$ cat src/rtl/hs_arb_pkg.sv
// Shared constants and types for the hard-swish segment round-robin arbiter.
package hs_arb_pkg;

    localparam int unsigned HS_LAT       = 5;
    localparam int unsigned HS_FRAC_BITS = 9;
    localparam int          HS_THREE     = 1536;
    localparam int unsigned MAX_REQ      = 16;

    function automatic int unsigned id_width(input int unsigned n);
        int unsigned w;
        w = $clog2(n);
        return (w < 1) ? 1 : w;
    endfunction

    // Wide enough for any supported requester count.
    typedef logic [id_width(MAX_REQ)-1:0] tag_t;

endpackage

$ cat src/rtl/hs_arb_tag_fifo.sv
// In-flight requester-ID FIFO: records the owner of each sample issued to the segment.
module hs_arb_tag_fifo
    import hs_arb_pkg::*;
#(
    parameter int unsigned TAG_DEPTH = 8
) (
    input  logic clk,
    input  logic rst,
    input  logic push,
    input  tag_t push_tag,
    input  logic pop,
    output tag_t pop_tag,
    output logic full,
    output logic empty
);

    localparam int unsigned PtrW = $clog2(TAG_DEPTH);
    localparam int unsigned CntW = $clog2(TAG_DEPTH + 1);

    tag_t            mem_q [TAG_DEPTH];
    logic [PtrW-1:0] wr_q;
    logic [PtrW-1:0] rd_q;
    logic [CntW-1:0] cnt_q;
    logic [PtrW-1:0] wr_nxt;
    logic [PtrW-1:0] rd_nxt;

    always_comb begin
        wr_nxt = (wr_q == PtrW'(TAG_DEPTH - 1)) ? '0 : wr_q + PtrW'(1);
        rd_nxt = (rd_q == PtrW'(TAG_DEPTH - 1)) ? '0 : rd_q + PtrW'(1);
    end

    always_ff @(posedge clk) begin
        if (rst) begin
            wr_q  <= '0;
            rd_q  <= '0;
            cnt_q <= '0;
        end else begin
            if (push) wr_q <= wr_nxt;
            if (pop)  rd_q <= rd_nxt;
            unique case ({push, pop})
                2'b10:   cnt_q <= cnt_q + CntW'(1);
                2'b01:   cnt_q <= cnt_q - CntW'(1);
                default: cnt_q <= cnt_q;
            endcase
        end
    end

    always_ff @(posedge clk) begin
        if (push) mem_q[wr_q] <= push_tag;
    end

    assign pop_tag = mem_q[rd_q];
    assign full    = (cnt_q == CntW'(TAG_DEPTH));
    assign empty   = (cnt_q == '0);

endmodule

$ cat src/rtl/hs_arbiter.sv
// Round-robin scheduler sharing one hard-swish segment among NUM_REQ requesters.
// Define HS_ARB_LOCK_EN to hold the grant on a requester until its burst's last sample.
module hs_arbiter
    import hs_arb_pkg::*;
#(
    parameter int unsigned NUM_REQ    = 4,
    parameter int unsigned DATA_WIDTH = 32,
    parameter int unsigned OUT_SIZE   = 18,
    parameter int unsigned TAG_DEPTH  = 8
) (
    input  logic                          clk,
    input  logic                          rst,
    input  logic [NUM_REQ-1:0]            req_valid,
    input  logic [NUM_REQ*DATA_WIDTH-1:0] req_data,
    input  logic [NUM_REQ-1:0]            req_last,
    output logic [NUM_REQ-1:0]            req_ready,
    output logic                          hs_en,
    output logic [DATA_WIDTH-1:0]         hs_data,
    input  logic                          hs_valid,
    input  logic [OUT_SIZE-1:0]           hs_result,
    output logic [NUM_REQ-1:0]            rsp_valid,
    output logic [OUT_SIZE-1:0]           rsp_data,
    output logic                          busy,
    output logic                          err_orphan
);

    localparam int unsigned IdW = id_width(NUM_REQ);

    logic [IdW-1:0]        ptr_q, ptr_d, ptr_inc;
    logic [IdW-1:0]        gnt_id, idx;
    logic                  gnt_any;
    logic [DATA_WIDTH-1:0] gnt_data;
    logic                  hs_en_q;
    logic [DATA_WIDTH-1:0] hs_data_q;
    logic [NUM_REQ-1:0]    rsp_valid_q, rsp_valid_d;
    logic [OUT_SIZE-1:0]   rsp_data_q;
    logic                  err_q;
    logic                  fifo_full, fifo_empty, pop, orphan;
    tag_t                  pop_tag;

`ifdef HS_ARB_LOCK_EN
    logic           lock_q, lock_d;
    logic [IdW-1:0] lock_id_q, lock_id_d;
`else
    logic unused_last;
    assign unused_last = ^req_last;
`endif

    always_comb begin
        gnt_any = 1'b0;
        gnt_id  = '0;
        idx     = '0;
        for (int unsigned k = 0; k < NUM_REQ; k++) begin
            idx = IdW'((32'(ptr_q) + k) % NUM_REQ);
            if (!gnt_any && req_valid[idx]) begin
                gnt_any = 1'b1;
                gnt_id  = idx;
            end
        end
`ifdef HS_ARB_LOCK_EN
        // Mid-burst: only the locked owner may transfer; a gap in its valid stalls everyone.
        if (lock_q) begin
            gnt_any = req_valid[lock_id_q];
            gnt_id  = lock_id_q;
        end
`endif
        if (rst || fifo_full) gnt_any = 1'b0;
    end

    always_comb begin
        req_ready = '0;
        if (gnt_any) req_ready = NUM_REQ'(1) << gnt_id;
        gnt_data = req_data[gnt_id*DATA_WIDTH +: DATA_WIDTH];
        ptr_inc  = (gnt_id == IdW'(NUM_REQ - 1)) ? '0 : gnt_id + IdW'(1);
        ptr_d    = ptr_q;
`ifdef HS_ARB_LOCK_EN
        lock_d    = lock_q;
        lock_id_d = lock_id_q;
        if (gnt_any) begin
            if (req_last[gnt_id]) begin
                lock_d = 1'b0;
                ptr_d  = ptr_inc;
            end else begin
                lock_d    = 1'b1;
                lock_id_d = gnt_id;
            end
        end
`else
        if (gnt_any) ptr_d = ptr_inc;
`endif
    end

    assign pop    = hs_valid & ~fifo_empty;
    assign orphan = hs_valid & fifo_empty;

    always_comb begin
        rsp_valid_d = '0;
        if (pop) rsp_valid_d = NUM_REQ'(1) << pop_tag;
    end

    hs_arb_tag_fifo #(
        .TAG_DEPTH(TAG_DEPTH)
    ) u_tag_fifo (
        .clk     (clk),
        .rst     (rst),
        .push    (gnt_any),
        .push_tag(tag_t'(gnt_id)),
        .pop     (pop),
        .pop_tag (pop_tag),
        .full    (fifo_full),
        .empty   (fifo_empty)
    );

    always_ff @(posedge clk) begin
        if (rst) begin
            ptr_q       <= '0;
            hs_en_q     <= 1'b0;
            hs_data_q   <= '0;
            rsp_valid_q <= '0;
            rsp_data_q  <= '0;
            err_q       <= 1'b0;
        end else begin
            ptr_q       <= ptr_d;
            hs_en_q     <= gnt_any;
            rsp_valid_q <= rsp_valid_d;
            if (gnt_any) hs_data_q  <= gnt_data;
            if (pop)     rsp_data_q <= hs_result;
            if (orphan)  err_q      <= 1'b1;
        end
    end

`ifdef HS_ARB_LOCK_EN
    always_ff @(posedge clk) begin
        if (rst) begin
            lock_q    <= 1'b0;
            lock_id_q <= '0;
        end else begin
            lock_q    <= lock_d;
            lock_id_q <= lock_id_d;
        end
    end
`endif

    assign hs_en      = hs_en_q;
    assign hs_data    = hs_data_q;
    assign rsp_valid  = rsp_valid_q;
    assign rsp_data   = rsp_data_q;
    assign busy       = ~fifo_empty;
    assign err_orphan = err_q;

endmodule
$ cat config.mk
export PLATFORM = sky130hd
export DESIGN_NAME = hs_arbiter
export DESIGN_NICKNAME = d
export VERILOG_FILES = /design/src/rtl/hs_arb_pkg.sv /design/src/rtl/hs_arb_tag_fifo.sv /design/src/rtl/hs_arbiter.sv
export SDC_FILE = /design/constraint.sdc
export NUM_CORES = 1
export LEC_CHECK = 0
export ABC_CLOCK_PERIOD_IN_PS = 3000
export CAP_MARGIN = 20
export CORE_MARGIN = 3
export CORE_UTILIZATION = 41
export CTS_CLUSTER_DIAMETER = 150
export CTS_CLUSTER_SIZE = 12
export DETAILED_ROUTE_END_ITERATION = 10
export GPL_ROUTABILITY_DRIVEN = 0
export PLACE_DENSITY_LB_ADDON = 0.12
export SYNTH_ARGS = -nofsm -noshare
export SYNTH_HDL_FRONTEND = slang
export SYNTH_SLANG_ARGS = --single-unit
$ cat constraint.sdc
create_clock -name clk -period 3 [get_ports clk]
set_input_delay 0.6 -clock clk [delete_from_list [all_inputs] [get_ports clk]]
set_output_delay 0.6 -clock clk [all_outputs]
set_load 0.05 [all_outputs]
**After elaboration in Yosys (flattened, before gate mapping)**

Memories as Yosys holds them, arrays and structs flattened. A register that Yosys moved wholly into a read port is not among the register bits.
Cells that the tools add are included.

- Bits in registers: 68
- Memory bits (writable): 16
- Bits of input ports: 157
- Output and inout port bits: 61
- Logic and storage cells: 71
- Memories: 1

Memory list:

| name | depth | bits a word | read ports | clocked after Yosys merged registers in | wr ports | RTL line | source |
|---|---|---|---|---|---|---|---|
| u_tag_fifo.mem_q | 8 | 2 | 1 | 1 | 1 | hs_arb_tag_fifo.sv:20 | `tag_t mem_q [TAG_DEPTH];` |

- $add $sub $neg: 8
- Order comparisons: 4
- Eq/ne operators: 6
- Shift-type cells: 3
- Mux-type cells: 26
- Bitwise gates (word level): 4
- Reduce and logical (&&, ||, !) cells: 10

Operators by type and width:

| operator | count |
|---|---|
| $shiftx A128 B8 Y32 | 1 |
| $lt A2 B3 Y1 const B | 4 |
| $mux W3 | 4 |
| $mux W1 | 11 |
| $mux W2 | 5 |
| $bmux W1 S2 | 4 |
| $pmux W4 S2 | 1 |
| $add A3 B1 Y3 const B | 2 |
| $eq A3 B3 Y1 const B | 2 |
| $add A2 B1 Y2 const B | 2 |
| $add A2 B2 Y2 const B | 2 |
| $add A4 B1 Y4 const B | 1 |
| $eq A2 B2 Y1 const B | 2 |
| $eq A4 B4 Y1 const B | 1 |
| $logic_not A4 Y1 | 1 |
| $mux W4 | 1 |
| $shl A1 B2 Y4 const A | 1 |
| $shl A1 B4 Y4 const A | 1 |
| $sub A4 B1 Y4 const B | 1 |
| $logic_and A1 B1 Y1 | 3 |
| $logic_not A1 Y1 | 3 |
| $and A1 B1 Y1 | 2 |
| $eq A2 B1 Y1 const B | 1 |
| $not A1 Y1 | 2 |
| other kinds (3) | 3 |

**Longest topological paths before layout**

- Word-level depth: 15
- Depth in mapped cells: 11
- Mapped depth without buffers: 10

**Modules after synthesis**

A second synthesis with hierarchy kept.

- Cell total of the unflattened synthesis: 440
- Area, all modules: 4987.3 um^2

Modules (own cells, without submodules):

| module | times used | cells each | area an instance (um^2) | seq. area each (um^2) |
|---|---|---|---|---|
| hs_arbiter | 1 | 320 | 3098.0 | 1161.1 |
| hs_arb_tag_fifo | 1 | 120 | 1889.3 | 1221.2 |

**Worst setup path after synthesis**

Ideal clock, no wire load.

- Path type: reg-to-reg
- Start point: register u_tag_fifo.cnt_q[3]
- End point: register u_tag_fifo.cnt_q[2]
- Data arrival time: 2.875 ns
- Data required time: 2.930 ns
- Slack: 0.055 ns
- Cell stages (with the launch flop): 12
- Buffers on the path: 1
- Cells stage by stage: dfxtp_1 -> or4_1 -> nand2_1 -> inv_2 -> clkbuf_1 -> ha_1 -> xor2_1 -> ha_1 -> a21oi_1 -> xor2_1 -> or3_1 -> a21oi_1

- Longest elaborated chain between the ends: 5

Ends and longest elaborated chain:

| what | RTL line | source |
|---|---|---|
| start: declaration | hs_arb_tag_fifo.sv:23 | `logic [CntW-1:0] cnt_q;` |
| start signal: assignment | hs_arb_tag_fifo.sv:41 | `2'b10: cnt_q <= cnt_q + CntW'(1);` |
| start signal: assignment | hs_arb_tag_fifo.sv:42 | `2'b01: cnt_q <= cnt_q - CntW'(1);` |
| start signal: assignment | hs_arb_tag_fifo.sv:43 | `default: cnt_q <= cnt_q;` |
| $logic_not A4 Y1 * | hs_arb_tag_fifo.sv:54 | `assign empty = (cnt_q == '0);` |
| $not A1 Y1 * | n/a |  |
| via busy | hs_arbiter.sv:23 | `output logic busy,` |
| $and A1 B1 Y1 * | hs_arbiter.sv:93 | `assign pop = hs_valid & ~fifo_empty;` |
| $eq A2 B1 Y1 or $eq A2 B2 Y1 (tied branches) | hs_arb_tag_fifo.sv:40 | `unique case ({push, pop})` |
| $pmux W4 S2 or $reduce_bool A2 Y1 (tied branches) | n/a |  |

Mark *: on every way through the listed nets, which the timed path passes. The rest lies on a longest branch.
A chain may end at the register's enable or synchronous reset.

**Final worst setup path**

- Start point: input req_valid[0]
- End point: output req_ready[0]

- Longest elaborated chain between the ends: 14

Ends and longest elaborated chain:

| what | RTL line | source |
|---|---|---|
| start: declaration | hs_arbiter.sv:13 | `input logic [NUM_REQ-1:0] req_valid,` |
| $bmux W1 S2 | hs_arbiter.sv:55 | `if (!gnt_any && req_valid[idx]) begin` |
| $mux W1 (not written as such) | hs_arbiter.sv:55 |  |
| $mux W1 | hs_arbiter.sv:55 |  |
| $logic_not A1 Y1 | hs_arbiter.sv:55 |  |
| $logic_and A1 B1 Y1 | hs_arbiter.sv:55 |  |
| $mux W1 | hs_arbiter.sv:55 |  |
| $logic_not A1 Y1 | hs_arbiter.sv:55 |  |
| $logic_and A1 B1 Y1 | hs_arbiter.sv:55 |  |
| $mux W1 | hs_arbiter.sv:55 |  |
| $logic_not A1 Y1 | hs_arbiter.sv:55 |  |
| $logic_and A1 B1 Y1 | hs_arbiter.sv:55 |  |
| $mux W2 or $mux W1 (tied branches) | hs_arbiter.sv:55 |  |
| $shl A1 B2 Y4 or $mux W1 (tied branches) | hs_arbiter.sv:72, hs_arbiter.sv:67 |  |
| $mux W4 * | hs_arbiter.sv:72 | `if (gnt_any) req_ready = NUM_REQ'(1) << gnt_id;` |
| end: declaration | hs_arbiter.sv:16 | `output logic [NUM_REQ-1:0] req_ready,` |

Every way passes the cells marked *; elsewhere a longest branch is shown, timed or not. The select of a mux whose other input is x is not followed.

==> out/results.tsv <==
metric	value	unit
Vias	4297	
Placed Instances	818	
antenna cells	0	
Tot GR Track Use	0.208	
vias in the first global route	4453	
Req. time, crit path	2.40	ns
post-route minimum period	2.87	ns
global route overflow	0	
Initial Utilization	0.428	
worst skew pair latency	0.35	ns
Slew @ Worst Pin	0.668	ns
FMAX	348	MHz
Longest Clk Path Bufs	2	
CP Capture Type	primary output	
slew margin rel.	0.555	
area post-placement	6790	um2
largest net degree at the start of global routing	65	
top-count cell post-synth	nand2_1	
Hold Vio Cnt, Final	0	
Post-synth EDFFs	16	
worst-path fanout max	6	
Synth-to-Final Area Change	56.2	%
Synth Flop Type	dfxtp_1	
# rows	37	
Mapped Cells	485	
CP startpoint kind	input port	
leading area contributor after synthesis	dfxtp_1	
vias per inst	5.15	
cts hold-fix bufs	0	
DIE HEIGHT	110	um
setup ws final	0.129	ns
I/O Buffers	213	
Peak VDD IR	0.000455	V
clock-pin slew on the worst setup and hold paths	0.08	ns
GR Util met3	0.0652	
max-slew violations	0	
core area	10500	um2
initial antenna violation count	0	
Crit path arrival time	2.27	ns
sequential share of the synthesized area	0.425	
flops & latches, synth	87	
met2 Resource Use GR	0.370	
CTS buffer count	9	
final setup vio count	0	
Final Instance Count excl. Fillers	834	
class of the worst hold path	reg2reg	
Total Neg Setup Slack	0	ns
ANT nets after route	0	
CTS tree	yes	
CTS H-tree lvls	3	
share of layout cells above drive strength 1	0.0817	
GRT met1 Usage	0.228	
Setup WS pre-CTS	-0.0111	ns
detailed placer's ending HPWL	9.96	mm
Syn Area/Cell	9.23	um2
post-synth top area share	0.318	
Layout Nets	861	
final instance area	6990	um2
final wirelength	13.2	mm
top cells by area, synth	dfxtp_1, edfxtp_1, mux2i_1	
DRC	0	
Ports	218	
synthesis warning total	0	
DR pass1 iterations	4	
Die W	110	um
pwr/cell area	894	nW/um2
DR iter-0 viols	211	
total power	6.25	mW
synthesized area	4470	um2
CTS Root Cell	clkbuf_8	
Tcrit/Tclk final	0.957	
routed len/inst	15.8	um
Syn Nets	653	
Cell variety after synth	41	
global-route wire length before repair	21.1	mm
Worst Setup Path Type	in2out	
GRT busiest layer	met2	
outcome	completed	
postcts setup bufs	0	
ys async rst share	0	
leakage	2.66	nW
Synth top cells by count	nand2_1, dfxtp_1, mux2i_1	
Post-Route Skew	0.0129	ns
total die area	12200	um2
CTS sink cnt	87	
number of max-cap violations	0	
==> per-stage QoR <==
step / utilization / hold WS (ns)
floorplan: - / 0.454
global placement: 0.649 / 0.442
detailed placement: 0.649 / 0.446
CTS: 0.666 / 0.458
global route: 0.668 / 0.478
finish: 0.668 / 0.455
==> worst max-delay path, stage by stage <==
cell and delay (ns):
clkdlybuf4s50_1 0.51, nor2b_4 0.19, o21ai_1 0.21, o31ai_2 0.11, buf_4 0.15, ha_1 0.18, and2_1 0.14, buf_4 0.18
==> logic make-up (layout without fill, tap and decap cells) <==
group,count (synthesis),count (layout),synth area share
multiplexers,41,41,0.106
buffers and inverters,43,256,0.0475
XOR/XNOR,4,4,0.00783
AO/OA/AOI/OAI,136,136,0.199
adder cells (fa/ha/maj),11,11,0.0308
AND/OR/NAND/NOR,163,163,0.184
flip-flops,87,87,0.425
==> final timing paths <==
path                               startpoint                               end  slack [ns]  cells after the start
max reg2reg  u_tag_fifo.cnt_q[3]$_SDFFE_PP0P_  u_tag_fifo.cnt_q[2]$_SDFFE_PP0P_        0.63                     10
min                 rsp_data[16]$_SDFFE_PP0N_         rsp_data[16]$_SDFFE_PP0N_        0.46                      2
min reg2reg         rsp_data[16]$_SDFFE_PP0N_         rsp_data[16]$_SDFFE_PP0N_        0.46                      2
max                              req_valid[0]                      req_ready[0]        0.13                      8
==> sequential cells by signal, summed over array words and instances (netlist names), named ones only <==
name,flops
u_tag_fifo.mem_q,16
err_orphan,1
hs_data,32
u_tag_fifo.rd_q,3
u_tag_fifo.cnt_q,4
hs_en,1
rsp_valid,4
ptr_q,2
u_tag_fifo.wr_q,3
rsp_data,18
==> power by group <==
part	leakage (nW)	internal, mW	switching, mW
clock	0.0855	0.303	0.422
combinational	1.84	1.43	2.23
sequential	0.733	1.60	0.264
==> cell type report <==
type                            instances  area, um2
Clock buffer                            9        124
Clock inverter                          7       46.3
Fill cell                             910       3470
Inverter                                7       28.8
Multi-Input combinational cell        355       2400
Sequential cell                        87       1900
Tap cell                              136        170
Timing Repair Buffer                  233       2310
==> timing repair <==
action / CTS / global route
cloned: 0 / 0
resized for setup: 2 / 7
pin swaps: 0 / 1
endpoints found under the setup margin: 3 / 4
==> layer usage <==
metal / share of wire / vias to the layer above
li1: - / 2155
met1: 0.39 / 1960
met5: 0 / -
met4: 0.031 / 0
met3: 0.078 / 28
met2: 0.50 / 154
==> cells in the final DEF (no fill, tap or decap), drive strengths merged, types with 11 or more instances in the layout <==
| cell type | instances |
|---|---|
| nor2 | 15 |
| nand2 | 84 |
| nor3b | 34 |
| dfxtp | 71 |
| clkdlybuf4s50 | 207 |
| ha | 11 |
| buf | 24 |
| o21ai | 35 |
| mux2i | 35 |
| edfxtp | 16 |
| a21oi | 27 |
| o21a | 32 |
| o211ai | 32 |
No activity file was read; power rests on OpenSTA's default activity.
